### src/rtl/tlul_initiator.sv
// tlul_initiator: turns tagged read/write/atomic requests into TL-UL A messages and returns D responses by source.
// Latency: request accepted in cycle N shows on A in N+1; D handshake in N shows on rsp in N+1.
// Backpressure: one A register (req_ready drops while it is stalled or no source is free); one response register (tl_d_ready drops while it is stalled).
module tlul_initiator #(
    parameter int TL_RS       = 4,
    parameter int OUTSTANDING = 4,
    parameter int AW          = 32
) (
    input  logic             tlul_clock_i,
    input  logic             tlul_reset_ni,
    input  logic             req_valid,
    output logic             req_ready,
    input  logic [1:0]       req_kind,
    input  logic [2:0]       req_param,
    input  logic [1:0]       req_size,
    input  logic [AW-1:0]    req_address,
    input  logic [3:0]       req_mask,
    input  logic [31:0]      req_data,
    output logic [TL_RS-1:0] req_tag,
    output logic             rsp_valid,
    input  logic             rsp_ready,
    output logic [TL_RS-1:0] rsp_tag,
    output logic [31:0]      rsp_data,
    output logic             rsp_denied,
    output logic             rsp_corrupt,
    output logic [2:0]       tl_a_opcode,
    output logic [2:0]       tl_a_param,
    output logic [3:0]       tl_a_size,
    output logic [TL_RS-1:0] tl_a_source,
    output logic [AW-1:0]    tl_a_address,
    output logic [3:0]       tl_a_mask,
    output logic [31:0]      tl_a_data,
    output logic             tl_a_corrupt,
    output logic             tl_a_valid,
    input  logic             tl_a_ready,
    input  logic [2:0]       tl_d_opcode,
    input  logic [1:0]       tl_d_param,
    input  logic [3:0]       tl_d_size,
    input  logic [TL_RS-1:0] tl_d_source,
    input  logic             tl_d_denied,
    input  logic [31:0]      tl_d_data,
    input  logic             tl_d_corrupt,
    input  logic             tl_d_valid,
    output logic             tl_d_ready,
    output logic             proto_err,
    output logic             busy
);

    logic [OUTSTANDING-1:0] inflight;
    logic [OUTSTANDING-1:0] free_onehot;
    logic [OUTSTANDING-1:0] src_onehot;
    logic [OUTSTANDING-1:0] set_mask;
    logic [OUTSTANDING-1:0] clr_mask;
    logic [TL_RS-1:0]       free_idx;
    logic                   any_free;
    logic                   accept;
    logic                   a_fire;
    logic                   d_fire;
    logic                   d_good;
    logic                   d_opcode_ok;
    logic [3:0]             full_mask;
    logic [2:0]             a_opcode_nxt;
    logic                   unused_d;

    // D param and size carry nothing the requester needs
    assign unused_d = ^{tl_d_param, tl_d_size};

    // Lowest free source, plus one-hot decode of the D source against the slot range
    always_comb begin
        free_idx    = '0;
        any_free    = 1'b0;
        free_onehot = '0;
        src_onehot  = '0;
        for (int i = OUTSTANDING - 1; i >= 0; i--) begin
            src_onehot[i] = (tl_d_source == TL_RS'(i));
            if (!inflight[i]) begin
                free_idx = TL_RS'(i);
                any_free = 1'b1;
            end
        end
        for (int i = 0; i < OUTSTANDING; i++) begin
            free_onehot[i] = (free_idx == TL_RS'(i)) && !inflight[i];
        end
    end

    assign req_tag     = free_idx;
    assign req_ready   = (~tl_a_valid | tl_a_ready) & any_free;
    assign accept      = req_valid & req_ready;
    assign a_fire      = tl_a_valid & tl_a_ready;
    assign tl_d_ready  = ~rsp_valid | rsp_ready;
    assign d_fire      = tl_d_valid & tl_d_ready;
    assign d_opcode_ok = (tl_d_opcode == 3'd0) || (tl_d_opcode == 3'd1);
    // Source out of range decodes to no slot, so it can never match in-flight
    assign d_good      = d_fire & d_opcode_ok & (|(src_onehot & inflight));
    assign set_mask    = accept ? free_onehot : '0;
    assign clr_mask    = d_good ? src_onehot : '0;
    assign busy        = (|inflight) | tl_a_valid | rsp_valid;
    assign tl_a_corrupt = 1'b0;

    // Mask covering every byte lane of the addressed naturally-aligned container
    always_comb begin
        case (req_size)
            2'd0:    full_mask = 4'b0001 << req_address[1:0];
            2'd1:    full_mask = 4'b0011 << {req_address[1], 1'b0};
            default: full_mask = 4'hF;
        endcase
    end

    // Request kind to A opcode; writes split into full vs partial on the lane mask
    always_comb begin
        case (req_kind)
            2'd0:    a_opcode_nxt = 3'd4;
            2'd1:    a_opcode_nxt = (req_mask == full_mask) ? 3'd0 : 3'd1;
            2'd2:    a_opcode_nxt = 3'd2;
            default: a_opcode_nxt = 3'd3;
        endcase
    end

    // A message register: held stable until the responder takes it
    always_ff @(posedge tlul_clock_i or negedge tlul_reset_ni) begin
        if (!tlul_reset_ni) begin
            tl_a_valid   <= 1'b0;
            tl_a_opcode  <= '0;
            tl_a_param   <= '0;
            tl_a_size    <= '0;
            tl_a_source  <= '0;
            tl_a_address <= '0;
            tl_a_mask    <= '0;
            tl_a_data    <= '0;
        end else if (accept) begin
            tl_a_valid   <= 1'b1;
            tl_a_opcode  <= a_opcode_nxt;
            tl_a_param   <= req_kind[1] ? req_param : 3'd0;
            tl_a_size    <= {2'b00, req_size};
            tl_a_source  <= free_idx;
            tl_a_address <= req_address;
            tl_a_mask    <= req_mask;
            tl_a_data    <= req_data;
        end else if (a_fire) begin
            tl_a_valid   <= 1'b0;
        end
    end

    // Source bitmap: a slot freed this cycle is not reallocated until the next
    always_ff @(posedge tlul_clock_i or negedge tlul_reset_ni) begin
        if (!tlul_reset_ni) begin
            inflight <= '0;
        end else begin
            inflight <= (inflight & ~clr_mask) | set_mask;
        end
    end

    // Response register: captures legal D beats, holds while rsp_ready is low
    always_ff @(posedge tlul_clock_i or negedge tlul_reset_ni) begin
        if (!tlul_reset_ni) begin
            rsp_valid   <= 1'b0;
            rsp_tag     <= '0;
            rsp_data    <= '0;
            rsp_denied  <= 1'b0;
            rsp_corrupt <= 1'b0;
        end else if (d_good) begin
            rsp_valid   <= 1'b1;
            rsp_tag     <= tl_d_source;
            rsp_data    <= (tl_d_opcode == 3'd1) ? tl_d_data : 32'd0;
            rsp_denied  <= tl_d_denied;
            rsp_corrupt <= tl_d_corrupt;
        end else if (rsp_ready) begin
            rsp_valid   <= 1'b0;
        end
    end

    // Sticky error on any consumed D beat that was not a legal response
    always_ff @(posedge tlul_clock_i or negedge tlul_reset_ni) begin
        if (!tlul_reset_ni) begin
            proto_err <= 1'b0;
        end else if (d_fire && !d_good) begin
            proto_err <= 1'b1;
        end
    end

endmodule

### config.mk
export PLATFORM = sky130hd
export DESIGN_NAME = tlul_initiator
export DESIGN_NICKNAME = d
export VERILOG_FILES = /design/src/rtl/tlul_initiator.sv
export SDC_FILE = /design/constraint.sdc
export NUM_CORES = 1
export LEC_CHECK = 0
export CAP_MARGIN = 30
export CORE_MARGIN = 2
export CORE_UTILIZATION = 44
export CTS_BUF_LIST = sky130_fd_sc_hd__clkbuf_2
export DETAILED_ROUTE_END_ITERATION = 12
export PLACE_DENSITY = 0.88
export SYNTH_ARGS = -nofsm -noshare
export SYNTH_HDL_FRONTEND = slang
export SYNTH_SLANG_ARGS = --single-unit
### constraint.sdc
create_clock -name tlul_clock_i -period 2.5 [get_ports tlul_clock_i]
set_clock_uncertainty 0.1 [all_clocks]
set_input_delay 0.5 -clock tlul_clock_i [delete_from_list [all_inputs] [get_ports tlul_clock_i]]
set_output_delay 0.5 -clock tlul_clock_i [all_outputs]
set_load 0.03 [all_outputs]
==> results of run 1 <==
[repair_timing]
item                                    4_1_cts  5_1_grt
endpoints found under the hold margin        35        0
buffers inserted                              1        1
resized for setup                            18        8
endpoints found under the setup margin        4        5
hold buffers                                  1        0
[cell type report]
cell class | instances | area [um2] | share of cell area
clock buffers | 22 | 110 | 0.0142
well taps | 140 | 175 | 0.0226
multi-input cells | 249 | 1710 | 0.221
inverters | 4 | 15.0 | 0.00194
clock inverters | 7 | 52.6 | 0.00678
diodes | 1 | 2.50 | 0.000323
repair buffers | 260 | 2600 | 0.336
flip-flops and latches | 123 | 3080 | 0.398
[worst max-delay path, cell delays in order, from the launching register on]
cell,delay [ns]
dfrtp_2,0.49
nor4_2,0.33
nand2_1,0.11
buf_2,0.19
[placed cells by master (no fill, tap or decap), types with 3 or more instances in the layout]
master,instances
a21oi_1,4
a31oi_1,4
buf_12,4
buf_4,13
clkbuf_2,22
clkdlybuf4s50_1,238
clkinv_1,6
conb_1,7
dfrtp_1,119
dfrtp_2,4
inv_1,4
mux2_2,71
nand2_1,79
nand2b_1,4
nor2_1,3
o21ai_0,45
[sequential cells by signal, indices dropped and copies added, names as in the netlist, 2 cells and up]
signal	cells
rsp_tag	4
tl_a_data	32
tl_a_source	2
tl_a_mask	4
rsp_data	32
tl_a_size	2
tl_a_address	32
tl_a_param	3
inflight	4
tl_a_opcode	3
[metrics by stage]
| stage | worst slack [ns] | hold WS [ns] | util | instance area (um2) | cells |
|---|---|---|---|---|---|
| finish | 0.123 | 0.229 | 0.709 | 7750 | 806 |
| global route | -0.0172 | 0.194 | 0.709 | 7750 | 806 |
| CTS | 0.0120 | 0.153 | 0.707 | 7730 | 804 |
| detailed placement | 0.00794 | 0.369 | 0.691 | 7560 | 773 |
| global placement | 0.0711 | 0.359 | 0.691 | 7560 | 773 |
| floorplan | 0.527 | 0.104 | - | 4990 | 402 |
[worst paths after layout]
| check | depth (start not counted) | from | slack (ns) | endpoint |
|---|---|---|---|---|
| max in group asynchronous | 3 | tlul_reset_ni | 1.43 | tl_a_data[9] |
| min | 2 | tlul_reset_ni | 0.23 | tl_a_size[1] |
| min reg2reg | 2 | rsp_data[8] | 0.40 | rsp_data[8] |
| min in group tlul_clock_i | 3 | tl_d_data[23] | 0.27 | rsp_data[23] |
| max | 3 | inflight[1] | 0.12 | busy |
| max reg2reg | 5 | inflight[2] | 0.49 | rsp_data[17] |
[power breakdown]
part	switching (W)	internal [W]	total (W)
Clock	0.000657	0.000344	0.00100
Combinational	0.00256	0.00227	0.00483
Sequential	0.000409	0.00272	0.00313
[cell families (layout without fill, tap and decap cells)]
group,Yosys count,after routing,synth area share
buffers and inverters,30,293,0.0436
and+or+nand+nor,104,104,0.0917
DFF,123,123,0.620
muxes,74,74,0.171
AOI/OAI and AO/OA,64,64,0.0738
other,1,8,0.000755
[per-layer routing]
metal	part of all wire	global-route usage
met2	0.53	0.380
met3	0.071	0.0694
met4	0.029	0.113
met5	0	0
met1	0.37	0.249
==> results.json, run 1 <==
{
  "endpoint_kind": "primary output",
  "min_path_type": "input port to asynchronous set/reset pin",
  "vias": 4000,
  "clock.fmax_mhz": 421,
  "path_max_fanout": 7,
  "yosys.area.top_type_share": 0.620,
  "synthTopCellsByArea": "dfrtp_1 (62%), mux2_2 (16%), nand2_1 (6.0%), o21ai_0 (4.5%), buf_6 (1.8%)",
  "portBuffers": 245,
  "dieArea_um2": 12200,
  "yosysWarnings": 0,
  "vias_per_cell": 4.96,
  "finalCritPeriodShare": 0.951,
  "synth_flop_cell": "dfrtp_1",
  "fillCellCount": 757,
  "syn_inst": 396,
  "cp.required_ns": 1.90,
  "wl_per_cell_um": 16.6,
  "power_w": 0.00896,
  "avgSynthCellArea_um2": 12.5,
  "cts_buffers": 17,
  "finalNetCount": 783,
  "drtIter0Drc": 209,
  "ys_ff_latch": 123,
  "grt_max_degree": 51,
  "insertion_delay_ns": 0.66,
  "ios": 259,
  "grt_pass1_wl_um": 20200,
  "setup_tns_ns": 0,
  "die_w_um": 110,
  "grt_use_total": 0.222,
  "critical_path_class": "flip-flop to primary output",
  "cp-start-kind": "flip-flop",
  "slew_viol_final": 0,
  "async_flop_share": 1.00,
  "clockBufferDepth": 2,
  "yosysMostFrequentCell": "dfrtp_1",
  "arrival_ns": 1.78,
  "ctsHtreeMaxLevel": 4,
  "yosysSeqAreaShare": 0.620,
  "period_minus_slack_ns": 2.38,
  "drtPass1Iterations": 4,
  "dp.final_hpwl_um": 10100,
  "syn_area_um2": 4970,
  "leakage_nw": 3.30,
  "synth_common_cells": "dfrtp_1 (123), nand2_1 (79), mux2_2 (71), o21ai_0 (45), buf_4 (10)",
  "p_per_area_nw_per_um2": 1160,
  "wl_um": 13400,
  "hold_violations": 0,
  "drtAntennaViolNets": 0,
  "drc": 0,
  "core_um2": 10900,
  "ir_worst_vdd_v": 0.000810,
  "setup_viol": 0,
  "cts.sinks": 123,
  "path_clk_slew_ns": 0.17,
  "clock-root-buffer": "clkbuf_2",
  "antenna_found_initial": 1,
  "drv_cap": 0,
  "die_y_um": 110,
  "synth_top_cell_by_area": "dfrtp_1",
  "cts_tree": "yes",
  "grt_pass1_vias": 4181,
  "area_growth_pct": 56.0,
  "drive_gt1_frac": 0.191,
  "status": "finished clean",
  "std_cell_rows": 38,
  "gp_congestion": 0.851,
  "synth-edff-count": 0,
  "overflow": 0,
  "yosysUniqueCellTypes": 37,
  "floorplan.initialDensity": 0.454
}
(Power assumes the default switching activity.)
==> run 2, diff against run 1 <==
--- a/config.mk
+++ b/config.mk
@@ -7,10 +7,10 @@
 export LEC_CHECK = 0
 export CAP_MARGIN = 30
 export CORE_MARGIN = 2
-export CORE_UTILIZATION = 44
+export CORE_UTILIZATION = 41
 export CTS_BUF_LIST = sky130_fd_sc_hd__clkbuf_2
 export DETAILED_ROUTE_END_ITERATION = 12
-export PLACE_DENSITY = 0.88
+export PLACE_DENSITY = 0.83
 export SYNTH_ARGS = -nofsm -noshare
 export SYNTH_HDL_FRONTEND = slang
 export SYNTH_SLANG_ARGS = --single-unit
==> constraint.sdc (replaced) <==
create_clock -name tlul_clock_i -period 2.7 [get_ports tlul_clock_i]
set_clock_uncertainty 0.1 [all_clocks]
set_input_delay 0.54 -clock tlul_clock_i [delete_from_list [all_inputs] [get_ports tlul_clock_i]]
set_output_delay 0.54 -clock tlul_clock_i [all_outputs]
set_load 0.03 [all_outputs]
==> run 2 against run 1 <==
Worst setup slack better by 0.048 ns. Clock-buffer cell count down 4. Via count down 0.33%. Sequential power down 7.7%. Die area up 7.0%. Hold slack worse by 0.034 ns. Largest cell class unchanged. Highest routed layer unchanged.
==> results.json, run 2 (same netlist as run 1, synthesis figures left out) <==
{
  "regArea_um2": 3080,
  "grt_pass1_wl_um": 20500,
  "clockBufferDepth": 2,
  "period_minus_slack_ns": 2.53,
  "std_cell_rows": 40,
  "setup_tns_ns": 0,
  "die_y_um": 114,
  "grt_setup_unrepaired": "false",
  "cts_buffers": 17,
  "cp.required_ns": 2.06,
  "finalCritPeriodShare": 0.937,
  "clock-root-buffer": "clkbuf_2",
  "slew_viol_final": 0,
  "status": "finished clean",
  "gp_congestion": 0.849,
  "antennaDiodeCount": 0,
  "overflow": 0,
  "dp.final_hpwl_um": 9910,
  "final_cell_mix": "clkdlybuf4s50_1 (239), dfrtp_1 (121), nand2_1 (79)",
  "path_clk_slew_ns": 0.17,
  "grt_pass1_vias": 4271,
  "floorplan.initialDensity": 0.417,
  "core_um2": 11900,
  "fillCellCount": 944,
  "dieArea_um2": 13000,
  "setup_viol": 0,
  "vias_per_cell": 4.93,
  "insertion_delay_ns": 0.68,
  "cp-start-kind": "flip-flop",
  "wl_um": 13000,
  "antenna_found_initial": 0,
  "endpoint_kind": "primary output",
  "leakage_nw": 3.25,
  "wl_per_cell_um": 16.1,
  "die_w_um": 114,
  "drive_gt1_frac": 0.180,
  "drtPass1Iterations": 4,
  "ir_worst_vdd_v": 0.000707,
  "drtIter0Drc": 173,
  "drtAntennaViolNets": 0,
  "portBuffers": 245,
  "p_per_area_nw_per_um2": 1060,
  "cts.sinks": 123,
  "multi_input_area_um2": 1710,
  "path_max_fanout": 7,
  "area_growth_pct": 55.4,
  "critical_path_class": "flip-flop to primary output",
  "clock.fmax_mhz": 395,
  "cts_tree": "yes",
  "hold_violations": 0,
  "grt_use_total": 0.205,
  "arrival_ns": 1.89,
  "min_path_type": "input port to asynchronous set/reset pin",
  "drv_cap": 0,
  "grt_max_degree": 66,
  "finalNetCount": 779,
  "power_w": 0.00818,
  "mostFrequentLayoutCell": "clkdlybuf4s50_1",
  "vias": 3987,
  "reg.largest.list": "rsp_data x32, tl_a_address x32, tl_a_data x32",
  "drc": 0,
  "ctsHtreeMaxLevel": 4,
  "ios": 259
}
[run 2: cell count changes in the layout (fill, tap and decap cells not counted), moves of 2 or more]
| cell | before | now |
|---|---|---|
| dfrtp_2 | 4 | 2 |
| clkinv_2 | 0 | 3 |
| dfrtp_1 | 119 | 121 |
| clkbuf_2 | 22 | 18 |
| clkinvlp_4 | 0 | 3 |
| buf_4 | 13 | 8 |
| buf_2 | 2 | 0 |
[run 2: stage by stage]
| step | instances | util | setup slack (ns) | hold WS [ns] | instance area (um2) |
|---|---|---|---|---|---|
| 6_report | 809 | 0.648 | 0.171 | 0.196 | 7720 |
| 5_1_grt | 809 | 0.648 | 0.00757 | 0.152 | 7720 |
| 4_1_cts | 809 | 0.647 | 0.00850 | 0.126 | 7710 |
| 3_5_place_dp | 778 | 0.634 | 0.201 | 0.361 | 7550 |
| 3_3_place_gp | 778 | 0.634 | 0.232 | 0.355 | 7550 |
| 2_1_floorplan | 402 | - | 0.727 | 0.144 | 4990 |
[run 2: area by class of cell]
| cell class | count | area share |
|---|---|---|
| Timing Repair Buffer | 256 | 0.335 |
| Clock inverter | 12 | 0.00778 |
| Multi-Input combinational cell | 249 | 0.221 |
| Clock buffer | 18 | 0.0117 |
| Tap cell | 147 | 0.0238 |
| Inverter | 4 | 0.00194 |
| Sequential cell | 123 | 0.399 |
[run 2: critical path, stage by stage, from the launching register on]
cell	delay, ns
dfrtp_2	0.49
nor4_2	0.28
nand2_1	0.09
dlygate4sd2_1	0.37
[run 2: worst paths after layout]
check,startpoint,depth (start not counted),end,slack (ns)
worst min register to register,proto_err,1,proto_err,0.39
worst min-delay path,tlul_reset_ni,2,tl_a_param[1],0.20
worst max-delay path,inflight[1],3,busy,0.17
worst max register to register,tl_a_valid,5,tl_a_data[11],0.87
min in group tlul_clock_i,tl_d_data[3],3,rsp_data[3],0.29
max in group asynchronous,tlul_reset_ni,3,tl_a_data[15],1.56
[run 2: where the power goes]
group,total [W],internal (W),switching [W]
Combinational,0.00444,0.00209,0.00235
Clock,0.000850,0.000207,0.000643
Sequential,0.00289,0.00252,0.000372
[run 2: metal layers]
metal | share of wire | global-route usage | vias to the layer above
met5 | 0 | 0 | -
met4 | 0.024 | 0.0919 | 0
met3 | 0.078 | 0.0736 | 25
met2 | 0.52 | 0.367 | 166
met1 | 0.37 | 0.216 | 1940
li1 | - | - | 1856
[run 2: repair_timing]
| item | in CTS | in global routing |
|---|---|---|
| hold buffers | 1 | 0 |
| setup endpoints to repair | 3 | 4 |
| endpoints found under the hold margin | 29 | 0 |
| gates resized for setup | 6 | 6 |
| setup buffers | 0 | 0 |
